$ cat src/rtl/inst_mem_loader_pkg.sv
// ============================================================================
//  Module   : inst_mem_loader_pkg
//  Purpose  : Shared definitions for the instruction-memory program loader:
//             loader FSM state encoding, stream framing constants and the
//             header validity check.
//  Revision : 1.0  initial release
// ============================================================================
`default_nettype none
`timescale 1ns/1ps

package inst_mem_loader_pkg;

    // Stream framing: a 2-byte big-endian word count, then 4 bytes per word.
    localparam int BYTES_PER_WORD = 4;
    localparam int HDR_BYTES      = 2;
    localparam int HDR_W          = 8 * HDR_BYTES;

    typedef enum logic [2:0] {
        ST_IDLE   = 3'd0,
        ST_HDR_HI = 3'd1,
        ST_HDR_LO = 3'd2,
        ST_BYTES  = 3'd3,
        ST_WRITE  = 3'd4,
        ST_DONE   = 3'd5,
        ST_ERR    = 3'd6
    } loader_state_t;

    // A program must contain at least one word and must fit in the memory.
    function automatic logic header_ok(input logic [HDR_W-1:0] n, input int depth);
        return (n != '0) && (int'(n) <= depth);
    endfunction

endpackage : inst_mem_loader_pkg

`default_nettype wire

$ cat src/rtl/inst_mem_loader_byte_word_packer.sv
// ============================================================================
//  Module   : inst_mem_loader_byte_word_packer
//  Purpose  : Assembles big-endian words from a byte stream (first byte ends
//             up in the most significant position).
//  Ports    : clk, rst        clock / async active-high reset
//             clear           drop any partial word, restart at byte 0
//             load            accept byte_in this cycle
//             byte_in         stream byte
//             next_word       word including byte_in (valid with word_ready)
//             word_ready      this load completes a word
//  Revision : 1.0  initial release
// ============================================================================
`default_nettype none
`timescale 1ns/1ps

module inst_mem_loader_byte_word_packer
    import inst_mem_loader_pkg::*;
#(
    parameter int WORD_W = 32
) (
    input  logic              clk,
    input  logic              rst,
    input  logic              clear,
    input  logic              load,
    input  logic [7:0]        byte_in,
    output logic [WORD_W-1:0] next_word,
    output logic              word_ready
);

    localparam int IDX_W = $clog2(BYTES_PER_WORD);

    logic [WORD_W-1:0] r_shift;
    logic [IDX_W-1:0]  r_idx;

    // The completed word is offered combinationally so the loader can
    // register it on the same edge that accepts the final byte.
    assign next_word  = {r_shift[WORD_W-9:0], byte_in};
    assign word_ready = load && (r_idx == IDX_W'(BYTES_PER_WORD - 1));

    always_ff @(posedge clk or posedge rst) begin
        if (rst) begin
            r_shift <= '0;
            r_idx   <= '0;
        end else if (clear) begin
            r_shift <= '0;
            r_idx   <= '0;
        end else if (load) begin
            r_shift <= next_word;
            r_idx   <= r_idx + 1'b1;   // wraps to 0 after the last byte
        end
    end

endmodule : inst_mem_loader_byte_word_packer

`default_nettype wire

$ cat src/rtl/inst_mem_loader.sv
// ============================================================================
//  Module   : inst_mem_loader
//  Purpose  : Runtime program loader for the instruction memory. Receives a
//             byte stream (2-byte word count N, then N big-endian words),
//             writes the words from address 0 upward and holds the CPU until
//             the whole program is in memory.
//  Ports    : clk, rst              clock / async active-high reset
//             start                 pulse: begin a load (IDLE/DONE/ERR only)
//             byte_in/valid/ready   byte stream handshake
//             im_we/addr/wdata      instruction-memory write port
//             cpu_hold              1 = CPU held, 0 = CPU may run
//             done, error           load complete / header rejected (levels)
//             word_count            words written this session
//  Revision : 1.0  initial release
// ============================================================================
`default_nettype none
`timescale 1ns/1ps

module inst_mem_loader
    import inst_mem_loader_pkg::*;
#(
    parameter int WORD_W = 32,
    parameter int ADDR_W = 8,
    parameter int DEPTH  = 256
) (
    input  logic              clk,
    input  logic              rst,
    input  logic              start,
    input  logic [7:0]        byte_in,
    input  logic              byte_valid,
    output logic              byte_ready,
    output logic              im_we,
    output logic [ADDR_W-1:0] im_addr,
    output logic [WORD_W-1:0] im_wdata,
    output logic              cpu_hold,
    output logic              done,
    output logic              error,
    output logic [15:0]       word_count
);

    loader_state_t     r_state;
    logic [7:0]        r_hdr_hi;
    logic [HDR_W-1:0]  r_n;

    logic              w_xfer;
    logic              w_start_ok;
    logic [HDR_W-1:0]  w_hdr_n;
    logic [15:0]       w_count_next;
    logic              w_pack_clear;
    logic              w_pack_load;
    logic [WORD_W-1:0] w_next_word;
    logic              w_word_ready;

    assign w_xfer       = byte_valid && byte_ready;
    assign w_start_ok   = start && ((r_state == ST_IDLE) || (r_state == ST_DONE) ||
                                    (r_state == ST_ERR));
    assign w_hdr_n      = {r_hdr_hi, byte_in};
    assign w_count_next = word_count + 16'd1;
    // Any partial word is dropped once a new header has been accepted.
    assign w_pack_clear = (r_state == ST_HDR_LO) && w_xfer;
    assign w_pack_load  = (r_state == ST_BYTES) && w_xfer;

    inst_mem_loader_byte_word_packer #(
        .WORD_W (WORD_W)
    ) u_packer (
        .clk        (clk),
        .rst        (rst),
        .clear      (w_pack_clear),
        .load       (w_pack_load),
        .byte_in    (byte_in),
        .next_word  (w_next_word),
        .word_ready (w_word_ready)
    );

    always_ff @(posedge clk or posedge rst) begin
        if (rst) begin
            r_state    <= ST_IDLE;
            r_hdr_hi   <= '0;
            r_n        <= '0;
            byte_ready <= 1'b0;
            im_we      <= 1'b0;
            im_addr    <= '0;
            im_wdata   <= '0;
            cpu_hold   <= 1'b1;
            done       <= 1'b0;
            error      <= 1'b0;
            word_count <= '0;
        end else begin
            im_we <= 1'b0;   // single-cycle pulse unless set below
            if (w_start_ok) begin
                r_state    <= ST_HDR_HI;
                byte_ready <= 1'b1;
                cpu_hold   <= 1'b1;
                done       <= 1'b0;
                error      <= 1'b0;
                word_count <= '0;
                im_addr    <= '0;
            end else begin
                case (r_state)
                    ST_HDR_HI: begin
                        if (w_xfer) begin
                            r_hdr_hi <= byte_in;
                            r_state  <= ST_HDR_LO;
                        end
                    end
                    ST_HDR_LO: begin
                        if (w_xfer) begin
                            if (header_ok(w_hdr_n, DEPTH)) begin
                                r_n     <= w_hdr_n;
                                im_addr <= '0;
                                r_state <= ST_BYTES;
                            end else begin
                                byte_ready <= 1'b0;
                                error      <= 1'b1;
                                r_state    <= ST_ERR;
                            end
                        end
                    end
                    ST_BYTES: begin
                        if (w_word_ready) begin
                            byte_ready <= 1'b0;
                            im_we      <= 1'b1;
                            im_wdata   <= w_next_word;
                            r_state    <= ST_WRITE;
                        end
                    end
                    ST_WRITE: begin
                        word_count <= w_count_next;
                        if (w_count_next == r_n) begin
                            // The address is left on the last written word so
                            // it never points past DEPTH-1 after a full load.
                            done     <= 1'b1;
                            cpu_hold <= 1'b0;
                            r_state  <= ST_DONE;
                        end else begin
                            im_addr    <= im_addr + ADDR_W'(1);
                            byte_ready <= 1'b1;
                            r_state    <= ST_BYTES;
                        end
                    end
                    ST_IDLE, ST_DONE, ST_ERR: begin
                        // Wait for start, handled above.
                    end
                    default: begin
                        r_state    <= ST_IDLE;
                        byte_ready <= 1'b0;
                        cpu_hold   <= 1'b1;
                    end
                endcase
            end
        end
    end

endmodule : inst_mem_loader

`default_nettype wire

$ cat config.mk
export PLATFORM = sky130hd
export DESIGN_NAME = inst_mem_loader
export DESIGN_NICKNAME = d
export VERILOG_FILES = /design/src/rtl/inst_mem_loader_pkg.sv /design/src/rtl/inst_mem_loader_byte_word_packer.sv /design/src/rtl/inst_mem_loader.sv
export SDC_FILE = /design/constraint.sdc
export NUM_CORES = 1
export LEC_CHECK = 0
export ABC_AREA = 1
export CAP_MARGIN = 20
export CORE_MARGIN = 2
export CORE_UTILIZATION = 40
export DETAILED_ROUTE_END_ITERATION = 16
export REMOVE_ABC_BUFFERS = 1
export SLEW_MARGIN = 5
export SYNTH_ARGS = -nofsm -noshare
export SYNTH_HDL_FRONTEND = slang
export SYNTH_SLANG_ARGS = --single-unit
$ cat constraint.sdc
create_clock -name clk -period 4.21 [get_ports clk]
set_input_delay 0.842 -clock clk [delete_from_list [all_inputs] [get_ports clk]]
set_output_delay 0.842 -clock clk [all_outputs]
set_load 0.05 [all_outputs]
# Word-level counts from Yosys, hierarchy flattened
# Cells that the tools add are included.
[totals] reg_bits=114 romBits=0 in_bits=12 mem_count=0 mem_bits_rw=0 output_inout_bits=61 elab_cells=102 latch_bits=0
[classes] n_div=0 mul=0 n_bitwise=1 n_mux=37 eq_ne=19 n_reduce_logical=28 shift=0 n_lt_le_gt_ge=1 n_addsub=3
[op_table] operator="two-way mux 24 bit" count=2
[op_table] operator="two-way mux 16 bit" count=2
[op_table] operator="two-way mux 8 bit" count=4
[op_table] operator="two-way mux 3 bit" count=6
[op_table] operator="two-way mux 1 bit" count=17
[op_table] operator="adder 16 x 1 -> 16 bit, second input constant" count=1
[op_table] operator="== test 16 bit" count=1
[op_table] operator="<= comparator 16 x 9 -> 1 bit, second input constant" count=1
[op_table] operator="case mux 8 bit (2 select lines)" count=1
[op_table] operator="nonzero test 16 bit" count=1
[op_table] operator="inequality test 3 bit, second input constant" count=5
[op_table] operator="case mux 3 bit (5 select lines)" count=1
[op_table] operator="AND reduction 4 bit" count=3
[op_table] operator="nonzero test 2 bit" count=5
[op_table] operator="== test 3 bit, second input constant" count=3
[op_table] operator="AND reduction 3 bit" count=3
[op_table] operator="adder 8 x 1 -> 8 bit, second input constant" count=1
[op_table] operator="== test 3 x 2 -> 1 bit, second input constant" count=2
[op_table] operator="logical AND 1 bit" count=6
[op_table] operator="inequality test 3 x 2 -> 1 bit, second input constant" count=2
[op_table] operator="OR reduction 6 bit" count=1
[op_table] operator="AND reduction 5 bit" count=1
[op_table] operator="two-way mux 2 bit" count=2
[op_table] operator="inequality test 2 x 1 -> 1 bit, second input constant" count=2
[op_table] operator="13 further kinds" count=16

# Logic depth before layout (Yosys ltp)
# Gate-level depths: netlist of run 1.
[depth] depth_word=6 ltp_mapped=15 depth_no_buf=15

# Modules after synthesis
# A second synthesis of run 1 with hierarchy kept.
[unflattened] cells_unflattened=707 area_unflattened_um2=5570.3
[by_module_without_submodules] mod="inst_mem_loader" area_each_um2=4438.0 cells_per_inst=581 instances=1 seq_area_each_um2=2203.4
[by_module_without_submodules] mod="inst_mem_loader_byte_word_packer" area_each_um2=1132.3 cells_per_inst=126 instances=1 seq_area_each_um2=650.6

# Worst setup path before layout of run 1
# Ideal clock, no wire load.
[synth_timing] path_kind="reg-to-reg" from="register word_count[0]" to="register r_state[1]" t_required_ns=4.093 slack_ns=1.925 setup_ns=0.117 arrival_time_ns=2.169 path_buffers=0 stages_incl_launch_ff=15 period_less_slack_ns=2.285 path_cell_list="dfrtp_1 > ha_1 > nand2_2 > nor2_4 > nand2_1 > nand3b_1 > nand2_1 > nor2_2 > nand3_2 > nor2_4 > nand3_2 > nand2_2 > nand2_1 > nand2_1 > nand2_1"
[synth_via] elab_chain_len=5
[synth_lines] element="start: declaration" line_no="inst_mem_loader.sv:38" source="output logic [15:0] word_count"
[synth_lines] element="start signal: assignment" line_no="inst_mem_loader.sv:128" source="word_count <= w_count_next;"
[synth_lines] element="adder 16 x 1 -> 16 bit" line_no="inst_mem_loader.sv:58" source="assign w_count_next = word_count + 16'd1;"
[synth_lines] element="== test 16 bit" line_no="inst_mem_loader.sv:129" source="if (w_count_next == r_n) begin"
[synth_lines] element="two-way mux 3 bit" line_no="inst_mem_loader.sv:129"
[synth_lines] element="case mux 3 bit (5 select lines)" line_no="inst_mem_loader.sv:99" source="case (r_state)"
[synth_lines] element="two-way mux 3 bit" line_no="inst_mem_loader.sv:90" source="if (w_start_ok) begin"
[synth_lines] element="end signal: assignment" line_no="inst_mem_loader.sv:91" source="r_state <= ST_HDR_HI;"
[synth_lines] element="end signal: assignment" line_no="inst_mem_loader.sv:103" source="r_state <= ST_HDR_LO;"
[synth_lines] element="end signal: assignment" line_no="inst_mem_loader.sv:134" source="r_state <= ST_DONE;"
[synth_lines] element="end: declaration" line_no="inst_mem_loader.sv:41" source="loader_state_t r_state;"
# Every way passes these cells.
# A chain may end at the register's enable or synchronous reset.

# Worst setup path after layout of run 1
[layout_timing] from="input port byte_valid" to="register u_packer.r_shift[9]"
[layout_via] elab_chain_len=3 word_cells_on_any_way=5 cone_classes="mux: 1; reduce/logical: 4"
[layout_lines] element="start: declaration" line_no="inst_mem_loader.sv:30" source="input logic byte_valid,"
[layout_lines] element="logical AND 1 bit *" line_no="inst_mem_loader.sv:54" source="assign w_xfer = byte_valid && byte_ready;"
[layout_lines] element="logical AND 1 bit, on equally long branches" line_no="inst_mem_loader.sv:60, inst_mem_loader.sv:61"
[layout_lines] element="two-way mux 24 bit / nonzero test 2 bit (equally long branches)"
[layout_lines] element="end signal: assignment" line_no="inst_mem_loader_byte_word_packer.sv:48" source="r_shift <= next_word;"
[layout_lines] element="end: declaration" line_no="inst_mem_loader_byte_word_packer.sv:32" source="logic [WORD_W-1:0] r_shift;"
# Mark *: on every way between the ends. The rest lies on a longest branch, timed or not.

==> results of run 1 <==
worst register-to-register path, delay by kind of cell, from the launching register on:
kind | cells | cell delay, ps
flops | 1 | 380
simple gates | 9 | 1400
compound gates | 1 | 300
buf+inv | 2 | 370
registers in the layout, indices dropped and copies added, names as in the netlist, 2 cells and up:
name	flops
u_packer.r_idx	2
im_addr	8
r_n	16
r_state	3
u_packer.r_shift	24
word_count	16
im_wdata	32
r_hdr_hi	8
final timing paths:
path | cells after the start | from | endpoint | slack [ps]
worst max register to register | 12 | r_state[1]$_DFFE_PP0P_ | im_addr[3]$_DFFE_PP0P_ | 1650
min in group asynchronous | 2 | rst | im_wdata[23]$_DFFE_PP0P_ | 890
worst min-delay path | 2 | cpu_hold$_DFFE_PP1P_ | cpu_hold$_DFFE_PP1P_ | 460
worst max-delay path | 8 | byte_valid | u_packer.r_shift[9]$_DFFE_PP0P_ | 1550
max in group asynchronous | 3 | rst | cpu_hold$_DFFE_PP1P_ | 2500
worst min register to register | 2 | cpu_hold$_DFFE_PP1P_ | cpu_hold$_DFFE_PP1P_ | 460
logic make-up after synthesis:
| kind of cell | count (synthesis) | share of synthesized area |
|---|---|---|
| AO/OA/AOI/OAI | 105 | 0.109 |
| XOR/XNOR | 8 | 0.0160 |
| adder cells (fa/ha/maj) | 3 | 0.00707 |
| buffers and inverters | 102 | 0.0740 |
| flip-flops | 114 | 0.538 |
| AND/OR/NAND/NOR | 290 | 0.256 |
final cells by class:
type | count | share of cell area
Clock buffer | 23 | 0.0702
Clock inverter | 9 | 0.0154
Inverter | 87 | 0.0485
Multi-Input combinational cell | 406 | 0.303
Sequential cell | 114 | 0.419
Tap cell | 176 | 0.0323
Timing Repair Buffer | 75 | 0.111
placed cells by master (no fill, tap or decap), types with 7 or more instances in the layout:
master / netlist / final
dfrtp_1: 113 / 113
nor2_4: 7 / 7
inv_1: 80 / 79
nand2_2: 7 / 8
nand3_1: 52 / 52
clkdlybuf4s50_1: 0 / 72
o21ai_0: 68 / 68
clkbuf_16: 0 / 17
o22ai_1: 21 / 21
nand4_1: 12 / 12
nor2_1: 35 / 35
nand2_1: 155 / 154
a21oi_1: 7 / 7
per-layer routing:
metal,track usage,wire (microns),share of wire
met1,0.254,5960,0.48
met2,0.292,5890,0.47
met3,0.0565,585,0.047
met4,0.0588,91,0.0073
met5,0,0,0
Yosys cell counts (7+ instances only):
library cell,n
nor2_1,35
dfrtp_1,113
nor2_4,7
nand3_1,52
nand2_1,155
a21oi_1,7
buf_2,7
inv_1,80
nand2_2,7
o22ai_1,21
nand4_1,12
o21ai_0,68
clkbuf_1,8
power groups by stage:
| stage | Sequential, W | Combinational (W) | Clock [W] |
|---|---|---|---|
| after CTS | 0.00110 | 0.0000437 | 0.00143 |
| after detailed placement | 0.00112 | 0.0000438 | 0 |
| after global routing | 0.00110 | 0.0000480 | 0.00148 |
| after floorplan | 0.00112 | 0.0000199 | 0 |
| after global placement | 0.00112 | 0.0000430 | 0 |
| final | 0.00110 | 0.0000415 | 0.00140 |
stage by stage:
| step | hold slack [ps] | cells | area (sq um) | util |
|---|---|---|---|---|
| finish | 463 | 890 | 6810 | 0.520 |
| global placement | 454 | 858 | 6220 | 0.476 |
| detailed placement | 459 | 858 | 6220 | 0.476 |
| CTS | 468 | 890 | 6810 | 0.520 |
| global route | 487 | 890 | 6810 | 0.520 |
| floorplan | 453 | 607 | 5240 | - |
==> flow_summary.ini, run 1 <==
[timing]
fin_crit_ps = 2660
finClkSkew_ps = 9.43
max_clock_freq_mhz = 376
slew_violations = 0
hold_viol_final = 0
fin_setup_tns_ps = 0
period_share = 0.632
fin_ws_ps = 1550
setup_viol = 0
slew_headroom = 0.519
rsz0062_at_grt = no
worst_pin_slew_ps = 720

[clocking]
cts-hold-fix-buffers = 0
cts-root-buf = clkbuf_16
htree_levels = 4
cts_buffers = 17
cts_buffer_depth = 2
cts_sinks = 114
cts.clk_slew.worst_paths_ps = 50
worstSkewPairLatency_ps = 410
post_cts_buffers = 0
post_cts_resized = 0
cts_tree = yes

[critical_path]
cpMaxStageDelayCell = inv_1
critical_path_class = primary input to flop
crit_arrival_ps = 2920
worst-path-buf-inv = 4
critPathMostFrequentCell = inv_1
critical_path.max_fanout = 24
cpPeakStageDelay_ps = 540
required_ps = 4470
path_delay_family = buffers and inverters
endpoint_kind = flop
start_kind = primary input
crit_chain = clkdlybuf4s50_1 > nand2_1 > inv_1 > nand2_2 > clkinv_2 > nor2_1 > inv_1 > o21ai_0

[detailed_routing]
wl_microns = 12500
vias = 4426
drt_iter0_markers = 296
wl_per_cell_microns = 14.1
viasPerCell = 4.97
drc_errors = 0
firstDrtPassIters = 4
final_antenna_net_count = 0

[final_layout]
multiInputGateArea_sq_mm = 0.00206
area_growth_pct = 28.2
diodes = 0
layout-drive-gt1-share = 0.0994
regArea_sq_mm = 0.00285
nets = 716
fill_cells = 1177

[power]
power_frac_comb = 0.016
power_w = 0.00254
power.switching_w = 0.000517
p_sw_frac = 0.204
p_leak_nw = 3.36
powerDensity_mw_per_mm2 = 373
clockPowerShare = 0.552
pwr-share-seq = 0.432
vdd_drop_max_mv = 0.274
power.internal_w = 0.00202

[synth]
synth_edf_count = 0
syn_inst = 622
ys.flop_type = dfrtp_1
yosys.cell_types.count = 39
synth.top_cell.area_share = 0.533
avgSynthCellArea_sq_um = 8.54
syn_area_sq_mm = 0.00531
ys_seq_area_frac = 0.538
synth_area_leaders = dfrtp_1 (53%), nand2_1 (11%), o21ai_0 (6.4%)
synth_top_area_cell = dfrtp_1
yosysWarnings = 0
synth_async_sr_flop_share = 1.00
ys_seq_elements = 114

[outcome]
status = finished, final reports clean

[place]
io_buffer_count = 72
dp.final_hpwl_microns = 8580
place_ws_ps = 1130
gp_congestion = 0.846

[floorplanning]
row_count = 42
die_area_sq_mm = 0.0142
fp.dieW_microns = 119
design.portCount = 73
core-area_sq_mm = 0.0131
start_util = 0.406
die_y_microns = 119

[global_routing]
overflow = 0
grt_pass1_vias = 4343
antenna_found_initial = 0
grt_max_degree = 66
grt_use_total = 0.188
grt_pass1_wl_microns = 21100

[hold_path]
hold_class = flop to flop

[job]
max-cap-violations = 0
(Power assumes the default switching activity.)
==> inputs of run 2 (changes only) <==
==> constraint.sdc (replaced) <==
create_clock -name clk -period 2.2 [get_ports clk]
set_input_delay 0.44 -clock clk [delete_from_list [all_inputs] [get_ports clk]]
set_output_delay 0.44 -clock clk [all_outputs]
set_load 0.05 [all_outputs]
==> run 2 against run 1 <==
  * Critical endpoint is now word_count[14]
  * Final area is 5.6% higher
  * Count of clock-buffer cells in the layout is 5 lower
  * Critical path depth is 7 lower
  * Largest power group unchanged
  * Highest routed layer unchanged
==> flow_summary.ini, run 2 (synthesis results as in run 1) <==
[timing]
hold_viol_final = 0
slew_violations = 0
whs_ps = 353
fin_setup_tns_ps = 0
slew_headroom = 0.657
rsz0062_at_grt = yes
worst_pin_slew_ps = 513
max_clock_freq_mhz = 467
finClkSkew_ps = 9.45
setup_viol = 0
period_share = 0.973
fin_crit_ps = 2140

[clocking]
cts_tree = yes
cts_buffer_depth = 2
cts.clk_slew.worst_paths_ps = 60
cts-root-buf = clkbuf_16
cts_sinks = 114
htree_levels = 4
worstSkewPairLatency_ps = 420
cts_buffers = 17

[critical_path]
crit_arrival_ps = 1700
endpoint_kind = output pin
worst-path-stages = 1
cpMaxStageDelayCell = clkdlybuf4s50_1
r2r_setup_slack_ps = 140
r2r_cells = 13
worst-path-buf-inv = 1
crit_path_start = word_count[14]$_DFFE_PP0P_
crit_chain = clkdlybuf4s50_1
critical_path_class = flop to output pin
critical_path.max_fanout = 5
start_kind = flop
worstReg2RegStart = word_count[0]$_DFFE_PP0P_
crit_path_end = word_count[14]
path_delay_family = buffers and inverters
required_ps = 1760
cpPeakStageDelay_ps = 840
reg2reg_to = im_addr[4]$_DFFE_PP0P_

[place]
io_buffer_count = 72
post_dp_cell_area_sq_mm = 0.00645
dp.final_hpwl_microns = 9000
gp_congestion = 0.819

[final_layout]
largest_register_ff_count = 32
final_cell_mix = nand2_1 (154), dfrtp_1 (107), inv_1 (79)
top_register = im_wdata
stdcell_area_sq_mm = 0.00719
final_common_cell = nand2_1
area_growth_pct = 35.4
reg_top3 = im_wdata: 32 flops, u_packer.r_shift: 24 flops
diodes = 0
layout-drive-gt1-share = 0.153
nets = 746
final_util = 0.549

[hold_path]
hold_class = primary input to async pin

[detailed_routing]
drt_iter0_markers = 298
viasPerCell = 4.95
wl_per_cell_microns = 13.8
firstDrtPassIters = 4
drc_errors = 0
final_antenna_net_count = 0
wl_microns = 12700
vias = 4550

[global_routing]
grt_max_degree = 58
grt_pass1_wl_microns = 21400
grt_use_total = 0.192
antenna_found_initial = 0
overflow = 0
grt_pass1_vias = 4409

[power]
clockPowerShare = 0.583
vdd_drop_max_mv = 0.507
powerDensity_mw_per_mm2 = 733
p_sw_frac = 0.205
p_leak_nw = 3.58
pwr-share-seq = 0.398
power_frac_comb = 0.019
power.internal_w = 0.00419
power.switching_w = 0.00108

[floorplanning]
core-area_sq_mm = 0.0131
row_count = 42
fp.dieW_microns = 119
design.portCount = 73
start_util = 0.406
die_area_sq_mm = 0.0142
die_y_microns = 119

[outcome]
status = finished, final reports clean

[job]
max-cap-violations = 0
==> run 2: changes by cell type in the layout (fill, tap and decap cells not counted), moves of 4 or more <==
cell / delta
dlygate4sd2_1: +4
buf_4: +27
clkdlybuf4s50_1: -8
dfrtp_2: +6
clkinv_2: -4
dfrtp_1: -6
inv_6: +4
==> run 2: what timing repair did <==
action,in CTS,in global routing
gates cloned,0,1
gates resized for setup,4,15
setup endpoints to repair,4,17
pin swaps,0,8
buffers inserted,0,3
hold buffers,0,0
==> run 2: cell type report <==
class,count,area (sq um)
clock buffer,18,439
clock inverter,14,225
fill,1193,5900
inverter,87,330
multi-input combinational,407,2100
sequential,114,2860
tap,176,220
timing repair buffer,104,1010
==> run 2: layer usage <==
metal | vias to the layer above | wire, microns | global-route usage
met5 | - | 0 | 0
met4 | 0 | 208 | 0.0618
met3 | 19 | 598 | 0.0632
met2 | 103 | 5900 | 0.299
met1 | 2175 | 6030 | 0.254
li1 | 2253 | - | -
==> run 2: worst min path at each step <==
stage | startpoint | to | cells past startpoint
2_1_floorplan | r_hdr_hi[1]$_DFFE_PP0P_ | r_hdr_hi[1]$_DFFE_PP0P_ | 2
3_3_place_gp | cpu_hold$_DFFE_PP1P_ | cpu_hold$_DFFE_PP1P_ | 2
3_5_place_dp | cpu_hold$_DFFE_PP1P_ | cpu_hold$_DFFE_PP1P_ | 2
4_1_cts | rst | word_count[8]$_DFFE_PP0P_ | 2
5_1_grt | rst | r_n[14]$_DFFE_PP0P_ | 2
6_report | rst | r_n[14]$_DFFE_PP0P_ | 2
==> run 2: metrics by stage <==
stage,instances,setup WS (ps),power [W]
2_1_floorplan,607,-1250,0.00217
3_3_place_gp,884,-19.2,0.00224
3_5_place_dp,884,-54.4,0.00224
4_1_cts,916,3.56,0.00534
5_1_grt,920,-21.8,0.00545
6_report,920,58.7,0.00527
==> run 2: power by group through the flow <==
stage          Combinational, W  Clock [W]  Sequential, W
5_1_grt                0.000113    0.00324        0.00210
4_1_cts                0.000104    0.00314        0.00210
3_5_place_dp           0.000104          0        0.00214
2_1_floorplan         0.0000381          0        0.00214
6_report               0.000100    0.00307        0.00210
3_3_place_gp           0.000103          0        0.00214
